==> src/rtl/ula_serial_fatias.sv <==
// Slice-serial ALU: processes FATIA bits per clock, LSB slice first, with a
// registered inter-slice carry, start/busy/done handshake and registered flags.
module ula_serial_fatias #(
  parameter int unsigned LARGURA = 12,
  parameter int unsigned FATIA   = 4
) (
  input  logic               clk,
  input  logic               rst,
  input  logic               inicio,
  input  logic [LARGURA-1:0] A,
  input  logic [LARGURA-1:0] B,
  input  logic               carry_in,
  input  logic [2:0]         seletor,
  output logic [LARGURA-1:0] resultado,
  output logic               carry_out,
  output logic               zero,
  output logic               negativo,
  output logic               overflow,
  output logic               ocupado,
  output logic               pronto
);

  localparam int unsigned NumFatias = LARGURA / FATIA;
  localparam int unsigned CntW      = (NumFatias > 1) ? $clog2(NumFatias) : 1;

  typedef enum logic {StOcioso, StCalcula} estado_e;

  estado_e            estado_q, estado_d;
  logic [CntW-1:0]    cnt_q, cnt_d;
  logic [LARGURA-1:0] a_q, a_d, b_q, b_d, acc_q, acc_d, res_q, res_d;
  logic [2:0]         sel_q, sel_d;
  logic               carry_q, carry_d;
  logic               cout_q, cout_d, zero_q, zero_d, neg_q, neg_d;
  logic               ovf_q, ovf_d, pronto_q, pronto_d;

  // Slice datapath
  logic [31:0]       base;
  logic [FATIA-1:0]  a_s, b_s, b_eff, soma, fatia;
  logic              c, c_msb_in, arit;

  always_comb begin
    base     = 32'(cnt_q) * FATIA;
    a_s      = a_q[base +: FATIA];
    b_s      = b_q[base +: FATIA];
    arit     = sel_q[2] & ~sel_q[1];
    b_eff    = (sel_q == 3'b101) ? ~b_s : b_s;
    c        = carry_q;
    c_msb_in = 1'b0;
    soma     = '0;
    for (int i = 0; i < int'(FATIA); i++) begin
      if (i == int'(FATIA) - 1) c_msb_in = c;
      soma[i] = a_s[i] ^ b_eff[i] ^ c;
      c       = (a_s[i] & b_eff[i]) | (c & (a_s[i] ^ b_eff[i]));
    end
    case (sel_q)
      3'b000:  fatia = a_s & b_s;
      3'b001:  fatia = a_s | b_s;
      3'b010:  fatia = a_s ^ b_s;
      3'b011:  fatia = ~a_s;
      3'b110:  fatia = a_s;
      3'b111:  fatia = b_s;
      default: fatia = soma;
    endcase
  end

  always_comb begin
    estado_d = estado_q;
    cnt_d    = cnt_q;
    a_d      = a_q;
    b_d      = b_q;
    sel_d    = sel_q;
    carry_d  = carry_q;
    acc_d    = acc_q;
    res_d    = res_q;
    cout_d   = cout_q;
    zero_d   = zero_q;
    neg_d    = neg_q;
    ovf_d    = ovf_q;
    pronto_d = 1'b0;
    unique case (estado_q)
      StOcioso: begin
        if (inicio) begin
          a_d      = A;
          b_d      = B;
          sel_d    = seletor;
          carry_d  = carry_in;
          cnt_d    = '0;
          estado_d = StCalcula;
        end
      end
      StCalcula: begin
        acc_d[base +: FATIA] = fatia;
        // Logic ops leave the carry register untouched; it is unused for them.
        if (arit) carry_d = c;
        cnt_d = cnt_q + CntW'(1);
        if (cnt_q == CntW'(NumFatias - 1)) begin
          res_d    = acc_d;
          cout_d   = arit & c;
          ovf_d    = arit & (c_msb_in ^ c);
          zero_d   = (acc_d == '0);
          neg_d    = acc_d[LARGURA-1];
          pronto_d = 1'b1;
          cnt_d    = '0;
          estado_d = StOcioso;
        end
      end
      default: estado_d = StOcioso;
    endcase
  end

  always_ff @(posedge clk or posedge rst) begin
    if (rst) begin
      estado_q <= StOcioso;
      cnt_q    <= '0;
      a_q      <= '0;
      b_q      <= '0;
      sel_q    <= '0;
      carry_q  <= 1'b0;
      acc_q    <= '0;
      res_q    <= '0;
      cout_q   <= 1'b0;
      zero_q   <= 1'b0;
      neg_q    <= 1'b0;
      ovf_q    <= 1'b0;
      pronto_q <= 1'b0;
    end else begin
      estado_q <= estado_d;
      cnt_q    <= cnt_d;
      a_q      <= a_d;
      b_q      <= b_d;
      sel_q    <= sel_d;
      carry_q  <= carry_d;
      acc_q    <= acc_d;
      res_q    <= res_d;
      cout_q   <= cout_d;
      zero_q   <= zero_d;
      neg_q    <= neg_d;
      ovf_q    <= ovf_d;
      pronto_q <= pronto_d;
    end
  end

  assign resultado = res_q;
  assign carry_out = cout_q;
  assign zero      = zero_q;
  assign negativo  = neg_q;
  assign overflow  = ovf_q;
  assign ocupado   = (estado_q == StCalcula);
  assign pronto    = pronto_q;

endmodule

==> config.mk <==
export PLATFORM = sky130hd
export DESIGN_NAME = ula_serial_fatias
export DESIGN_NICKNAME = d
export VERILOG_FILES = /design/src/rtl/ula_serial_fatias.sv
export SDC_FILE = /design/constraint.sdc
export NUM_CORES = 1
export LEC_CHECK = 0
export CELL_PAD_IN_SITES_DETAIL_PLACEMENT = 0
export CELL_PAD_IN_SITES_GLOBAL_PLACEMENT = 1
export CORE_MARGIN = 2
export CORE_UTILIZATION = 42
export DETAILED_ROUTE_END_ITERATION = 12
export PLACE_DENSITY_LB_ADDON = 0.15
export SKIP_LAST_GASP = 1
export SLEW_MARGIN = 20
export SYNTH_ARGS = -nofsm -noshare
export SYNTH_HDL_FRONTEND = slang
export SYNTH_SLANG_ARGS = --single-unit
==> constraint.sdc <==
create_clock -name clk -period 4.05 [get_ports clk]
set_clock_uncertainty 0.15 [all_clocks]
set_input_delay 0.6075 -clock clk [delete_from_list [all_inputs] [get_ports clk]]
set_output_delay 0.6075 -clock clk [all_outputs]
set_load 0.1 [all_outputs]
**Word-level counts from Yosys, hierarchy flattened**

Index checks and enable logic that the tools add are counted.

- Bitwise logic cells: 31
- Add/subtract/negate cells: 2
- Shift operators: 4
- Reduce and logical (&&, ||, !) cells: 5
- Equal/unequal tests: 9
- Mux-type cells: 14

Operator list:

| cell | number |
|---|---|
| 4-bit negation with 34-bit output | 1 |
| 4-bit by 34-bit variable shift with 12-bit output (first input constant) | 1 |
| 4-bit by 34-bit indexed part select with 12-bit output | 1 |
| 4-bit one-hot mux with 6 select lines | 1 |
| 12-bit by 5-bit indexed part select with 4-bit output | 2 |
| 12-bit bitwise mux | 1 |
| 12-bit logical NOT | 1 |
| 1-bit AND | 11 |
| 3-bit equality test (second input constant) | 3 |
| 1-bit bitwise XOR | 9 |
| 4-bit NOT | 2 |
| 3-bit by 2-bit equality test with 1-bit output (second input constant) | 2 |
| 1-bit 2-to-1 mux | 6 |
| 2-bit AND reduction | 3 |
| 4-bit AND | 1 |
| 2-bit 2-to-1 mux | 2 |
| 4-bit 2-to-1 mux | 1 |
| 1-bit OR | 4 |
| 4-bit OR | 1 |
| 1-bit one-hot mux with 2 select lines | 2 |
| 2-bit one-hot mux with 2 select lines | 1 |
| 4-bit bitwise XOR | 1 |
| 3-bit by 1-bit equality test with 1-bit output (second input constant) | 1 |
| 3-bit logical NOT | 1 |
| other kinds (5) | 6 |

- Word-level logic and storage cells: 78
- Output and inout port bits: 18
- Bits in registers: 60

**Logic depth before layout (Yosys ltp)**

Gate-level depths: netlist (run 1).

- Depth in word-level cells: 15
- Depth in mapped cells: 14
- Gate-level depth less buffers: 13

**Worst setup path after synthesis (run 1)**

OpenSTA, ideal clock, no wires.

- Kind: flip-flop to flip-flop
- Start: register cnt_q[0]
- End: register zero_q, in the netlist zero
- Data arrival time: 3.328 ns
- Buffers on the path: 1
- Setup slack: 0.484 ns
- Period minus slack after synthesis: 3.566 ns
- Required time: 3.812 ns
- Library setup time: 0.088 ns
- Cell stages (with the launch flop): 15
- Cell sequence: dfrtp_1 > buf_6 > mux2_4 > a22o_1 > xnor2_1 > fa_1 > inv_1 > fa_1 > inv_1 > fa_1 > fa_1 > o22ai_1 > o2111a_2 > o221ai_2 > a211oi_2

- Cells in the longest elaborated chain, start to end: 15
- Elaborated cells on any way between the ends: 33

Ends and longest elaborated chain:

| element | line | RTL |
|---|---|---|
| start, declared | 29 | `logic [CntW-1:0] cnt_q, cnt_d;` |
| start signal, assigned | 128 | `cnt_q <= cnt_d;` |
| 12-bit by 5-bit indexed part select with 4-bit output | 44 | `b_s = b_q[base +: FATIA];` |
| 4-bit NOT | 46 | `b_eff = (sel_q == 3'b101) ? ~b_s : b_s;` |
| 4-bit 2-to-1 mux | 46 |  |
| 1-bit bitwise XOR | 52, 53 |  |
| 1-bit AND | 53 | `c = (a_s[i] & b_eff[i]) \| (c & (a_s[i] ^ b_eff[i]));` |
| 1-bit OR | 53 |  |
| 1-bit AND | 53 |  |
| 1-bit OR | 53 |  |
| 1-bit AND | 53 |  |
| 1-bit OR | 53 |  |
| 1-bit bitwise XOR | 52 | `soma[i] = a_s[i] ^ b_eff[i] ^ c;` |
| 4-bit one-hot mux with 6 select lines | 55 | `case (sel_q)` |
| 4-bit by 34-bit indexed part select with 12-bit output | 92 | `acc_d[base +: FATIA] = fatia;` |
| 12-bit bitwise mux | 92 |  |
| 12-bit logical NOT | 100 | `zero_d = (acc_d == '0);` |
| end signal, assigned | 136 | `zero_q <= zero_d;` |
| end, declared | 33 | `logic cout_q, cout_d, zero_q, zero_d, neg_q, neg_d;` |

Several ways; a longest one is shown, not always the timed one.
A chain may end at the register's enable or synchronous reset.

**Worst setup path after layout (run 1)**

Ends and elaborated chain as after synthesis.

==> metrics.yaml, run 1 <==
run:
  cap_violations: 0
routing:
  wl_um: 7000
  drtPass1Iterations: 4
  wire_per_inst_um: 15.5
  drc: 0
  avgViaCountPerCell: 5.29
  drt_iter0_markers: 146
  num_vias: 2388
  ant_nets: 0
timing:
  rsz0062_at_grt: "no"
  finalSetupViolCount: 0
  fin_ws_ps: 287
  tightest_slew_ps: 973
  final-max-slew-violation-count: 0
  finalCriticalPeriod_ps: 3760
  whs_ps: 327
  max_freq_ghz: 0.266
  timing_hold_violations_final: 0
  max-slew-margin-rel_pct: 34.9
  period_share_pct: 92.9
  tns_ps: 0
setup_path:
  crit_top_cell: "fa_1"
  regToRegSetupSlack_ps: 290
  crit_path_max_fanout: 7
  r2r_start: "cnt_q[0]$_DFFE_PP0P_"
  crit_buf_inv: 3
  cp_data_required_time_ps: 4140
  cp_slowest_cell: "dfrtp_1"
  cp_data_arrival_time_ps: 3850
  critPathKind: "flop to flop"
  r2r_cells: 13
  cp-end-kind: "flop"
  crit_chain: "buf_4, mux2i_1, o21ai_1, fa_1, inv_1, fa_1, inv_1, fa_1, fa_1, o22ai_1, o2111a_2, o221ai_2, a211oi_2"
  critPathTopFamily: "adder cells"
  cp-start-kind: "flop"
  worstReg2RegEnd: "zero$_DFFE_PP0P_"
  cp_slowest_stage_delay_ps: 480
yosys:
  synth.net_count: 351
  syn_inst: 304
  synthSimpleGateAreaFrac_pct: 14.9
  yosys.area.top_type: "dfrtp_1"
  synth_seq_cells: 55
  synth_top_area_share_pct: 43.1
  synth_edf_count: 0
  synth_area_per_cell_um2: 10.5
  synth-main-ff-cell: "dfrtp_1"
  yosysUniqueCellTypes: 52
  yosysSeqAreaShare_pct: 43.1
  ys.warnings.count: 0
  synth_top_cells_by_count: "55 x dfrtp_1, 37 x nand2_1, 24 x mux2_2"
  syn_area_mm2: 0.00319
  synth_xor_area_share_pct: 1.37
  synth_compound_area_share_pct: 16.1
  synth_mux_area_share_pct: 11.8
  synth.area.top_cells: "dfrtp_1 43%, mux2_2 8.5%, ha_1 4.7%, nand2_1 4.3%, mux2i_1 2.8%"
  post-synth-top-count-cell: "dfrtp_1"
  async_flop_share_pct: 100
  synth_fa_ha_area_share_pct: 7.21
  synth_top_family_by_area: "compound AO/OA/AOI/OAI gates"
cts:
  cts_hold_buffers: 0
  cts_tree: "done"
  path_clk_slew_ps: 100
  cts_setup_buffers: 0
  cts.sinks: 55
  h-tree-depth: 2
  root_buffer: "clkbuf_8"
  clock_latency_ps: 320
  cts_resized: 0
  numCtsBuffers: 5
  clk_path_buf_depth: 2
floorplan:
  io_pins: 49
  dieWidth_um: 91.2
  dieArea_mm2: 0.00832
  die_h_um: 91.2
  fp-row-count: 31
  start_util_pct: 43.8
  core-area_mm2: 0.00729
cells_and_area:
  nets: 398
  synthToLayoutAreaGrowth_pct: 21.2
  fin_util_pct: 53.1
  antenna_cells: 0
  fill_cells: 710
  area.sequential_mm2: 0.00138
  multi_input_area_mm2: 0.00164
  drive_gt1_share_pct: 16.5
worst_hold_path:
  hold_depth: 2
  hold_end: "carry_out$_DFFE_PP0P_"
  timing.hold.worst.class: "flop to flop"
  min_from: "carry_out$_DFFE_PP0P_"
global_route:
  grt_max_degree: 38
  grtUsageTotal_pct: 18.4
  grt_overflow_total: 0
  grt_pass1_wl_um: 12200
  grt_pass1_vias: 2351
  antenna_found_initial: 0
place:
  detailedPlace.worstSlack_ps: 265
  port_buffers: 48
  place.detailed.hpwl_um: 5350
  gp_congestion: 0.886
run_status:
  status: "completed"
-- cells by family (layout without fill, tap and decap cells) --
| family | Yosys count | in the layout |
|---|---|---|
| mux | 34 | 34 |
| flops | 55 | 55 |
| buf+inv | 37 | 85 |
| fa+ha+maj | 16 | 16 |
| compound gates | 65 | 65 |
| xor+xnor | 5 | 5 |
| simple gates | 92 | 92 |
-- flip-flops by register name (all words and copies together), names as in the netlist --
register   cells
resultado     12
sel_q          3
zero           1
a_q           12
b_q           12
carry_out      1
ocupado        1
pronto         1
carry_q        1
cnt_q          2
overflow       1
acc_q          8
-- worst max-delay path by stage --
stage	start	endpoint	slack (ps)	cells after the start
floorplan	cnt_q[0]$_DFFE_PP0P_	zero$_DFFE_PP0P_	480	14
global placement	cnt_q[0]$_DFFE_PP0P_	zero$_DFFE_PP0P_	420	13
detailed placement	cnt_q[0]$_DFFE_PP0P_	zero$_DFFE_PP0P_	260	13
CTS	cnt_q[0]$_DFFE_PP0P_	zero$_DFFE_PP0P_	250	13
global route	cnt_q[0]$_DFFE_PP0P_	resultado[7]$_DFFE_PP0P_	20	13
finish	cnt_q[0]$_DFFE_PP0P_	zero$_DFFE_PP0P_	290	13
-- routing by layer --
metal / share of wire (%) / GRT usage (%)
met5: 0 / 0
met4: 1.1 / 4.17
met3: 3.8 / 2.82
met2: 44 / 27.4
met1: 51 / 28.1
-- cell usage in the layout, fill, tap and decap left out, types with 3 or more instances in the layout --
cell type        instances
a21oi_1                 10
a221oi_1                 5
a221oi_2                 3
a22o_1                   4
a31oi_1                  3
buf_4                    9
clkbuf_8                 6
clkdlybuf4s50_1         48
dfrtp_1                 55
fa_1                     4
ha_1                    12
inv_1                   18
mux2_2                  24
mux2i_1                  9
nand2_1                 37
nand2b_1                10
nand3b_1                 6
nor2_1                  22
nor2b_1                  3
o21ai_0                 13
o21ai_1                  5
xnor2_1                  4
-- cell type report --
type	count	share of cell area [%]
repair buffers	57	14.2
inverters	20	1.94
clock inverters	2	0.517
clock buffers	6	2.13
multi-input cells	212	42.5
well taps	99	3.20
flip-flops and latches	55	35.6
-- worst min-delay path: cells and delay by family, from the launching register on --
kind	cells	cell delay [ps]
flip-flops	1	360
AND/OR/NAND/NOR	2	100
-- per-stage QoR --
stage	area (µm²)	instances
CTS	3870	451
detailed placement	3770	443
floorplan	3190	304
global placement	3770	443
global route	3870	451
finish	3870	451
Power of run 1 is left out: the tool's default activity adds up to more than one toggle a clock period on the data nets, which glitch-free logic cannot reach.
==> inputs of run 2 (changes only) <==
- CORE_UTILIZATION: 42 -> 38
- clock period: 4.05 -> 3.1 ns (I/O delays scaled with it)
==> run 2 against run 1 <==
Against the previous run:
- sequential share of layout area decreased by 1.8 points
- critical path depth unchanged
- die area increased by 10%
- wire length increased by 6.3%
- register-to-register slack got worse by 680 ps
- the flow now finishes with violations (negative setup slack)
- first-iteration DRC count decreased by 71%
==> metrics.yaml, run 2 (synthesis results as in run 1) <==
run_status:
  status: "finished, violations left"  # was completed
  violations: "negative setup slack"
cts:
  clk_path_buf_depth: 2  # unchanged
  root_buffer: "clkbuf_8"  # unchanged
  numCtsBuffers: 5  # unchanged
  path_clk_slew_ps: 110  # was 100 ps
  cts.sinks: 55  # unchanged
  cts_tree: "done"  # unchanged
  clock_latency_ps: 310  # was 320 ps
  cts_hold_buffers: 0  # unchanged
  h-tree-depth: 2  # unchanged
setup_path:
  cp-start-kind: "flop"  # unchanged
  critPathKind: "flop to flop"  # unchanged
  crit_end: "zero$_DFFE_PP0P_"  # unchanged
  cp-startpoint: "cnt_q[0]$_DFFE_PP0P_"  # unchanged
  regToRegSetupSlack_ps: -390  # was 290 ps
  cp-end-kind: "flop"  # unchanged
  worstReg2RegEnd: "zero$_DFFE_PP0P_"  # unchanged
  cp_data_required_time_ps: 3180  # was 4140 ps
  r2r_start: "cnt_q[0]$_DFFE_PP0P_"  # unchanged
  r2r_cells: 13  # unchanged
  crit_path_max_fanout: 4  # was 7
  cp_data_arrival_time_ps: 3580  # was 3850 ps
timing:
  max-slew-margin-rel_pct: 60.5  # was 34.9%
  max_freq_ghz: 0.286  # was 0.266 GHz
  final-max-slew-violation-count: 0  # unchanged
  tightest_slew_ps: 584  # was 973 ps
  period_share_pct: 113  # was 92.9%
  timing_hold_violations_final: 0  # unchanged
  rsz0062_at_grt: "yes"  # was no
  finalCriticalPeriod_ps: 3490  # was 3760 ps
  whs_ps: 258  # was 327 ps
  finalSetupViolCount: 9  # was 0
  fin_ws_ps: -395  # was 287 ps
routing:
  ant_nets: 0  # unchanged
  drc: 0  # unchanged
  avgViaCountPerCell: 5.12  # was 5.29
  wire_per_inst_um: 15.4  # was 15.5 µm
  drtPass1Iterations: 4  # unchanged
  drt_iter0_markers: 43  # was 146
  num_vias: 2467  # was 2,388
  wl_um: 7440  # was 7000 µm
floorplan:
  dieWidth_um: 95.7  # was 91.2 µm
  die_h_um: 95.7  # was 91.2 µm
  dieArea_mm2: 0.00916  # was 0.00832 mm²
  fp-row-count: 33  # was 31
  io_pins: 49  # unchanged
  start_util_pct: 39.1  # was 43.8%
  core-area_mm2: 0.00818  # was 0.00729 mm²
global_route:
  grtUsageTotal_pct: 17.5  # was 18.4%
  grt_max_degree: 30  # was 38
  grt_overflow_total: 0  # unchanged
  grt_pass1_vias: 2533  # was 2,351
  grt_pass1_wl_um: 12300  # was 12,200 µm
  antenna_found_initial: 0  # unchanged
cells_and_area:
  antenna_cells: 0  # unchanged
  drive_gt1_share_pct: 29.4  # was 16.5%
  nets: 423  # was 398
  synthToLayoutAreaGrowth_pct: 27.5  # was 21.2%
  final_cell_mix: "55 x dfrtp_1, 50 x buf_4, 36 x nand2_1, 30 x clkdlybuf4s50_1, 24 x mux2_2"  # was 55 x dfrtp_1, 48 x clkdlybuf4s50_1, 37 x nand2_1, 24 x mux2_2, 22 x nor2_1
  final_common_cell: "dfrtp_1"  # unchanged
worst_hold_path:
  timing.hold.worst.class: "input port to asynchronous set/reset pin"  # was flop to flop
place:
  place.detailed.hpwl_um: 5700  # was 5350 µm
  port_buffers: 48  # unchanged
  gp_congestion: 0.866  # was 0.886
run:
  cap_violations: 0  # unchanged
run 2: cell types whose count changed in the layout (fill, tap and decap cells not counted), moves of 2 or more:
cell             before  now
buf_4                 9   50
a221oi_2              3    5
clkdlybuf4s50_1      48   30
a221oi_1              5    3
fa_1                  4    1
fa_2                  0    3
run 2: timing repair:
action,CTS,global route
gates resized for setup,6,1
buffers inserted,1,0
endpoints found under the hold margin,0,0
pin swaps,2,0
setup endpoints to repair,12,13
run 2: routing by layer:
metal  GRT usage, %  part of all wire, %  vias up
met2           29.4                   48       57
li1               -                    -     1213
met5              0                    0        -
met4           5.95                  1.4        0
met3           2.77                  3.5        9
met1           22.9                   47     1188
run 2: layout make-up:
class	count	area, µm²
Multi-Input combinational cell	212	1690
Tap cell	105	131
Sequential cell	55	1380
Inverter	20	75.1
Clock buffer	6	72.6
Fill cell	771	4100
Timing Repair Buffer	82	707
Clock inverter	2	17.5
run 2: worst max-delay path, stage by stage, from the launching register on:
cell,delay [ps]
dfrtp_1,430
mux2_4,320
a22o_4,240
xnor2_2,140
fa_2,340
inv_2,60
fa_1,140
inv_1,50
fa_2,360
fa_2,430
o22ai_2,180
o2111a_2,240
o221ai_2,110
a211oi_2,220
run 2: worst min path at each step:
stage | endpoint | slack, ps | depth (start not counted)
detailed placement | resultado[9]$_DFFE_PP0P_ | 320 | 2
global placement | resultado[9]$_DFFE_PP0P_ | 310 | 2
finish | acc_q[3]$_DFFE_PP0P_ | 260 | 2
CTS | acc_q[3]$_DFFE_PP0P_ | 260 | 2
global route | resultado[3]$_DFFE_PP0P_ | 280 | 2
floorplan | acc_q[2]$_DFFE_PP0P_ | 320 | 2
run 2: stage by stage:
stage / instance area, µm² / worst slack, ps / cells / TNS (ps) / utilization (%)
final: 4070 / -395 / 482 / -1810 / 49.8
after global routing: 4070 / -505 / 482 / -2840 / 49.8
after CTS: 4070 / -409 / 482 / -2000 / 49.8
after detailed placement: 3940 / -445 / 473 / -2630 / 48.2
after global placement: 3940 / -366 / 473 / -2000 / 48.2
after floorplan: 3210 / -350 / 304 / -1510 / -
Power of run 2 is left out for the same reason.
==> inputs of run 3 (changes only) <==
- GPL_TIMING_DRIVEN: default -> 0
- HOLD_SLACK_MARGIN: default -> 0.02
==> run 3 against run 2 <==
Against the previous run:
- the run still ends with negative setup slack left
- worst hold slack better by 39 ps
- clock-buffer cell count is 1 lower
- wire length is 1.1% lower
- die area stayed put
- design area is 2.1% higher
- register-to-register slack worse by 170 ps
- flip-flop and latch count stayed put
- fmax is 4.7% lower
- non-clock buffer count is 5 lower
- critical path type unchanged
- critical endpoint unchanged
- highest routed layer unchanged
==> metrics.yaml, run 3 (synthesis results as in run 1) <==
setup_path:
  crit_chain: "buf_6, mux2_4, a22o_4, xnor2_2, fa_2, inv_2, fa_1, inv_1, fa_2, fa_2, o22ai_4, o2111a_2, o221ai_2, a211oi_2"  # was mux2_4, a22o_4, xnor2_2, fa_2, inv_2, fa_1, inv_1, fa_2, fa_2, o22ai_2, o2111a_2, o221ai_2, a211oi_2
  crit_buf_inv: 3  # was 2
  crit_top_cell: "fa_2"  # unchanged
  cp_slowest_cell: "fa_2"  # was dfrtp_1
  cp-start-kind: "flop"  # unchanged
  cp-end-kind: "flop"  # unchanged
  cp_data_arrival_time_ps: 3760  # was 3580 ps
  cp_data_required_time_ps: 3190  # was 3180 ps
  critPathKind: "flop to flop"  # unchanged
  cp-startpoint: "cnt_q[0]$_DFFE_PP0P_"  # unchanged
  r2r_start: "cnt_q[0]$_DFFE_PP0P_"  # unchanged
  critPathTopFamily: "adder cells"  # unchanged
  cp_slowest_stage_delay_ps: 450  # was 430 ps
  crit_path_max_fanout: 7  # was 4
routing:
  drtPass1Iterations: 4  # unchanged
  drt_iter0_markers: 104  # was 43
  wl_um: 7370  # was 7440 µm
  ant_nets: 0  # unchanged
  wire_per_inst_um: 15.4  # about the same
  drc: 0  # unchanged
  avgViaCountPerCell: 5.06  # was 5.12
  num_vias: 2416  # was 2,467
floorplan:
  start_util_pct: 39.1  # unchanged
  core-area_mm2: 0.00818  # unchanged
  dieWidth_um: 95.7  # unchanged
  die_h_um: 95.7  # unchanged
  dieArea_mm2: 0.00916  # unchanged
  fp-row-count: 33  # unchanged
  io_pins: 49  # unchanged
timing:
  tightest_slew_ps: 969  # was 584 ps
  whs_ps: 297  # was 258 ps
  period_share_pct: 118  # was 113%
  max-slew-margin-rel_pct: 35.2  # was 60.5%
  timing_hold_violations_final: 0  # unchanged
  fin_ws_ps: -568  # was -395 ps
  max_freq_ghz: 0.273  # was 0.286 GHz
  final-max-slew-violation-count: 0  # unchanged
  finalSetupViolCount: 12  # was 9
  rsz0062_at_grt: "yes"  # unchanged
  finalCriticalPeriod_ps: 3670  # was 3490 ps
cts:
  clk_path_buf_depth: 2  # unchanged
  cts_tree: "done"  # unchanged
  root_buffer: "clkbuf_8"  # unchanged
  numCtsBuffers: 5  # unchanged
  clock_latency_ps: 320  # was 310 ps
  cts.sinks: 55  # unchanged
  path_clk_slew_ps: 110  # about the same
  h-tree-depth: 2  # unchanged
cells_and_area:
  design_area_mm2: 0.00416  # was 0.00407 mm²
  fill_cells: 782  # was 771
  area.sequential_mm2: 0.00138  # unchanged
  drive_gt1_share_pct: 23.4  # was 29.4%
  multi_input_area_mm2: 0.00174  # was 0.00169 mm²
  final_common_cell: "dfrtp_1"  # unchanged
  antenna_cells: 0  # unchanged
  final_cell_mix: "55 x dfrtp_1, 48 x clkdlybuf4s50_1, 36 x nand2_1, 24 x mux2_2, 22 x nor2_1"  # was 55 x dfrtp_1, 50 x buf_4, 36 x nand2_1, 30 x clkdlybuf4s50_1, 24 x mux2_2
  synthToLayoutAreaGrowth_pct: 30.2  # was 27.5%
  nets: 418  # was 423
place:
  placed_cell_area_mm2: 0.00385  # was 0.00394 mm²
  port_buffers: 48  # unchanged
  gp_congestion: 0.846  # was 0.866
  place.detailed.hpwl_um: 5480  # was 5700 µm
global_route:
  grt_pass1_vias: 2341  # was 2,533
  grtUsageMet1_pct: 25.4  # was 22.9%
  antenna_found_initial: 0  # unchanged
  gr-usage-met2_pct: 28.0  # was 29.4%
  grt_busiest_layer: "met2"  # unchanged
  grt_max_degree: 35  # was 30
  grt_pass1_wl_um: 12400  # was 12,300 µm
  use_met3_pct: 3.08  # was 2.77%
  grt_overflow_total: 0  # unchanged
  grtUsageTotal_pct: 17.8  # was 17.5%
run_status:
  violations: "negative setup slack"  # unchanged
  status: "finished, violations left"  # unchanged
run:
  cap_violations: 0  # unchanged
worst_hold_path:
  timing.hold.worst.class: "input port to asynchronous set/reset pin"  # unchanged
==> run 3: cell type report <==
type | count | area share, %
flip-flops and latches | 55 | 33.1
inverters | 20 | 1.87
clock inverters | 3 | 1.72
well taps | 105 | 3.16
plain buffers | 17 | 2.44
clock buffers | 5 | 1.66
multi-input cells | 212 | 41.9
repair buffers | 60 | 14.2
==> run 3: through the flow <==
stage | worst slack, ps | utilization, % | std cells | setup TNS [ps]
CTS | -553 | 49.9 | 474 | -3660
global placement | -714 | 46.8 | 457 | -6410
detailed placement | -709 | 47.0 | 458 | -5790
floorplan | -350 | - | 304 | -1510
finish | -568 | 50.9 | 477 | -3480
global route | -691 | 50.9 | 477 | -5100
==> run 3: worst paths after layout <==
check	end	cells after the start	slack [ps]
max in group asynchronous	b_q[4]$_DFFE_PP0P_	3	2030
min reg2reg	carry_out$_DFFE_PP0P_	2	330
min in group clk	carry_out$_DFFE_PP0P_	2	330
max reg2reg	zero$_DFFE_PP0P_	14	-570
min	sel_q[2]$_DFFE_PP0P_	2	300
max	zero$_DFFE_PP0P_	14	-570
==> run 3: routing by layer <==
layer / vias up / part of all wire [%]
met4: 0 / 1.4
met5: - / 0
met2: 55 / 46
met3: 7 / 3.9
li1: 1200 / -
met1: 1154 / 49
==> run 3: worst reg2reg max path: stages, from the launching register on <==
cell,delay (ps)
dfrtp_1,410
buf_6,150
mux2_4,320
a22o_4,250
xnor2_2,140
fa_2,340
inv_2,60
fa_1,150
inv_1,50
fa_2,370
fa_2,450
o22ai_4,200
o2111a_2,250
o221ai_2,110
a211oi_2,220
==> run 3: repair_timing <==
item / CTS / global route
setup endpoints to repair: 16 / 17
pin swaps: 4 / 5
resized for setup: 6 / 15
hold endpoints to repair: 0 / 0
hold buffers: 0 / 0
setup buffers: 8 / 3
Power of run 3 is left out for the same reason.
==> RTL edit 1, RTL diff (settings of run 1) <==
Remove the register `pronto_q`: a continuous assignment takes its place, so the output `pronto` follows one clock earlier.
--- a/src/rtl/ula_serial_fatias.sv
+++ b/src/rtl/ula_serial_fatias.sv
@@ -123,5 +123,4 @@
       neg_q    <= 1'b0;
       ovf_q    <= 1'b0;
-      pronto_q <= 1'b0;
     end else begin
       estado_q <= estado_d;
@@ -137,7 +136,8 @@
       neg_q    <= neg_d;
       ovf_q    <= ovf_d;
-      pronto_q <= pronto_d;
     end
   end
+
+  assign pronto_q = pronto_d;
 
   assign resultado = res_q;
Formal check against the unedited RTL: not equivalent (Yosys sat finds a counterexample within 4 cycles, from zero or initial values and one cycle with rst high).
==> RTL edit 1 against run 1 <==
- setup slack improved by 16 ps
- wire length increased by 3.5%
- critical endpoint is now resultado[7]
- sequential cell count decreased by 1
- synthesized area decreased by 0.78%
- cell area decreased by 0.45%
- synthesized cell count decreased by 0.33%
- highest routed layer unchanged
- worst hold slack got worse by 6.0 ps
- count of clock-buffer cells in the layout decreased by 1
Power is left out: the tool's default activity adds up to more than one toggle a clock period on the data nets, which glitch-free logic cannot reach.
==> RTL edit 1: results (changes against run 1) <==
outcome: "finished, final reports clean"
met2_usage: 0.2898  # +0.01573
clk_pin_slew_ps: 100  # about the same
grt_use_met1: 0.2714  # -0.009185
cts.repair.resized: 0  # unchanged
first_global_vias: 2374  # +0.98%
ys_warn_count: 0  # unchanged
synth_compound_area_frac: 0.1627  # +0.001274
synth_cell_type_count: 52  # unchanged
wl_met2_mm: 3.305  # +7.2%
final_layout_size_suffix_gt1_frac: 0.1681  # +0.003318
ys_async_sr_fraction: 1.000  # unchanged
synth_commonest_cells: "54 x dfrtp_1, 37 x nand2_1, 24 x mux2_2"
wl_met3_um: 346  # +29%
max_slew_margin: 0.3433  # -0.006024
maxCapViolCount: 0  # unchanged
crit_arrival_ps: 3800  # -50 ps
synthMuxAreaShare: 0.1184  # +0.0009278
setup_viol: 0  # unchanged
cts-root-buf: "clkbuf_8"
slowest_stage: "fa_1"
finalNetCount: 397  # -0.25%
cts_buffers: 5  # unchanged
cp_max_fo: 6  # -1
place_congestion: 0.8259  # -6.8%
seq_area_frac_synth: 0.4264  # -0.004494
place_hpwl_mm: 5.487  # +2.6%
synth_fp_nets: 350  # -0.28%
hold_path_class: "flip-flop to flip-flop"
cpLargestDelayFamily: "adder cells"
critical-path-max-stage-delay_ps: 450  # -30 ps
grt_util_all_layers: 0.1871  # +0.003564
top_layer: "met4"
htree_num_levels: 2  # unchanged
drt-total-wl_mm: 7.248  # +3.5%
dr.pass1.iters: 6  # +2
fillers: 708  # -0.28%
m1WireLength_mm: 3.545  # -0.67%
use_met3: 0.03673  # +0.008512
antenna_found_initial: 0  # unchanged
synthXorXnorAreaFrac: 0.01382  # +0.0001082
grt_pass1_wl_mm: 12.30  # +0.56%
yosys.area_share.adder: 0.07264  # +0.0005691
grt_max_degree: 29  # -24%
drt_iter0_markers: 119  # -18%
routed_via_density: 5.344  # +0.94%
yosys-top-cells-area: "dfrtp_1 43%, mux2_2 8.5%, ha_1 4.7%"
-- RTL edit 1: tightest hold or removal path, stage by stage (launching register included) --
cell and delay (ps):
dfrtp_1 360, nand2_1 50, nand2_1 40
-- RTL edit 1: metrics by stage --
step	instance area (um2)	worst slack, ps	utilization	instances	hold slack [ps]
after floorplan	3169	484.1	-	303	322.9
after global placement	3740	476.3	0.5129	442	300.8
after detailed placement	3740	358.5	0.5129	442	305.7
after CTS	3852	336.5	0.5283	450	330.4
after global routing	3852	108.7	0.5283	450	367.7
final	3852	303.2	0.5283	450	321.2
-- RTL edit 1: kinds of logic after synthesis --
| kind of cell | count (synthesis) |
|---|---|
| xor+xnor | 5 |
| flops | 54 |
| mux | 34 |
| compound gates | 65 |
| simple gates | 92 |
| fa+ha+maj | 16 |
| buf+inv | 37 |
-- RTL edit 1: area by class of cell --
| class | instances | area [um2] | share of cell area |
|---|---|---|---|
| Clock inverter | 3 | 43.79 | 0.01137 |
| Clock buffer | 5 | 68.82 | 0.01786 |
| Tap cell | 99 | 123.9 | 0.03215 |
| Inverter | 20 | 75.07 | 0.01949 |
| Multi-Input combinational cell | 212 | 1644 | 0.4268 |
| Timing Repair Buffer | 57 | 545.5 | 0.1416 |
| Sequential cell | 54 | 1351 | 0.3508 |
-- RTL edit 1: path summary, 6_finish.rpt --
kind	slack [ps]	cells past startpoint	end	startpoint
hold / removal	320	2	carry_out	carry_out
setup reg to reg	300	13	resultado[7]	cnt_q[0]
hold reg to reg	320	2	carry_out	carry_out
min in group asynchronous	520	2	sel_q[2]	rst
setup / recovery	300	13	resultado[7]	cnt_q[0]
max in group asynchronous	2440	3	acc_q[5]	rst
==> RTL edit 2, RTL diff (settings of run 1) <==
Made on the original files. Set the parameter `FATIA` to 8 (it was 4).
--- a/src/rtl/ula_serial_fatias.sv
+++ b/src/rtl/ula_serial_fatias.sv
@@ -3,5 +3,5 @@
 module ula_serial_fatias #(
   parameter int unsigned LARGURA = 12,
-  parameter int unsigned FATIA   = 4
+  parameter int unsigned FATIA   = 8
 ) (
   input  logic               clk,
Check against the original RTL: not equivalent (Yosys sat finds a counterexample within 4 cycles, from zero or initial values and one cycle with rst high).
==> RTL edit 2 against run 1 <==
- highest routed layer unchanged
- synthesized cell count shrank 18%
- wire length shrank 32%
- synthesized area shrank 28%
- cell area shrank 24%
- sequential cell count shrank 22
- setup slack lost 500 ps
- the flow now finishes with violations (negative setup slack)
==> RTL edit 2: results (changes against run 1) <==
outcome: "complete, but fails checks"
violations: "negative setup slack"
ys.flop_type: "dfrtp_1"
clock_net_power_uw: 323
wl_met3_um: 188  # -30%
ys_warn_count: 0  # unchanged
grt_use_met1: 0.2565  # -0.02413
critical-path-max-stage-delay_ps: 400  # -80 ps
place_congestion: 0.8711  # -1.7%
crit_arrival_ps: 4320  # +470 ps
numPortBuffers: 35  # -27%
cts_buffers: 5  # unchanged
clock_latency_ps: 280  # -40 ps
use_met3: 0.03793  # +0.009715
wl_met2_mm: 2.133  # -31%
synth_cell_type_count: 42  # -19%
setup_viol: 3  # +3
finalNetCount: 346  # -13%
cpLargestDelayFamily: "adder cells"
m1WireLength_mm: 2.402  # -33%
max_freq_mhz: 234.6  # -12%
fillers: 506  # -29%
grt.overflow.total: 0  # unchanged
top_layer: "met4"
grt_util_all_layers: 0.1787  # -0.004872
place_hpwl_mm: 3.461  # -35%
place_inst: 355  # -20%
ys_async_sr_fraction: 1.000  # unchanged
grt_pass1_wl_mm: 8.625  # -29%
first_global_vias: 1796  # -24%
met2_usage: 0.2776  # +0.003512
setup_slack_ps: -212.5  # -499.7 ps
seq_area_frac_synth: 0.3571  # -0.07372
grt_max_degree: 39  # +2.6%
place_area_mm2: 0.002786  # -26%
layoutNonFillerInstCount: 364  # -19%
antenna_found_initial: 0  # unchanged
final_layout_size_suffix_gt1_frac: 0.1541  # -0.01066
tns_ps: -371.3  # -371.3 ps
yosys-top-cells-area: "dfrtp_1 36%, ha_1 8.7%, fa_1 6.9%"
routed_via_density: 4.898  # -7.5%
cp_max_fo: 2  # -5
worst_pin_slew_ps: 963.1  # -9.982 ps
seqPwrFrac: 0.280
routedWlPerCell_um: 13.07  # -16%
cts-root-buf: "clkbuf_8"
drt_iter0_markers: 108  # -26%
synth_commonest_cells: "33 x dfrtp_1, 32 x inv_1, 25 x nand2_1, 25 x o21ai_0, 16 x ha_1"
hold_path_class: "flip-flop to flip-flop"
clk_path_buf_depth: 2  # unchanged
dr.pass1.iters: 4  # unchanged
slowest_stage: "fa_1"
clk_pin_slew_ps: 70  # -30 ps
avgSynthCellArea_um2: 9.286  # -12%
RTL edit 2: layout make-up:
class | count | area [um2] | share of cell area
Multi-Input combinational cell | 170 | 1329 | 0.4523
Sequential cell | 33 | 825.8 | 0.2811
Timing Repair Buffer | 49 | 452.9 | 0.1542
Inverter | 32 | 120.1 | 0.04089
Tap cell | 72 | 90.09 | 0.03066
Clock buffer | 6 | 82.58 | 0.02811
Clock inverter | 2 | 37.54 | 0.01278
RTL edit 2: stage by stage:
stage | total power, mW | worst slack, ps
2_1_floorplan | 1.060 | -107.0
4_1_cts | 1.599 | -237.3
6_report | 1.583 | -212.5
3_5_place_dp | 1.255 | -212.8
3_3_place_gp | 1.244 | -172.9
5_1_grt | 1.698 | -498.5
RTL edit 2: repair_timing:
action                                  in CTS  in global routing
hold buffers                                 0                  0
setup buffers                                0                  1
cloned                                       0                  0
pin swaps                                    0                  1
gates resized for setup                      4                  2
endpoints found under the setup margin       3                  4
RTL edit 2: path summary, 6_finish.rpt:
check	startpoint	endpoint	slack (ps)	cells after the start
worst min-delay path	acc_q[1]	acc_q[1]	350	2
worst min register to register	acc_q[1]	acc_q[1]	350	2
worst max-delay path	sel_q[1]	zero	-210	19
min in group asynchronous	rst	acc_q[2]	560	3
worst max register to register	sel_q[1]	zero	-210	19
max in group asynchronous	rst	b_q[4]	2880	3
RTL edit 2: cell families (layout without fill, tap and decap cells):
kind of cell,after synthesis,count (layout),share of synthesized area
multiplexers,15,15,0.07359
adder cells (fa/ha/maj),24,24,0.1558
other,1,5,0.001622
flip-flops,33,33,0.3571
AND/OR/NAND/NOR,63,63,0.1310
AO/OA/AOI/OAI,54,54,0.1472
buffers and inverters,50,89,0.09957
XOR/XNOR,9,9,0.03409
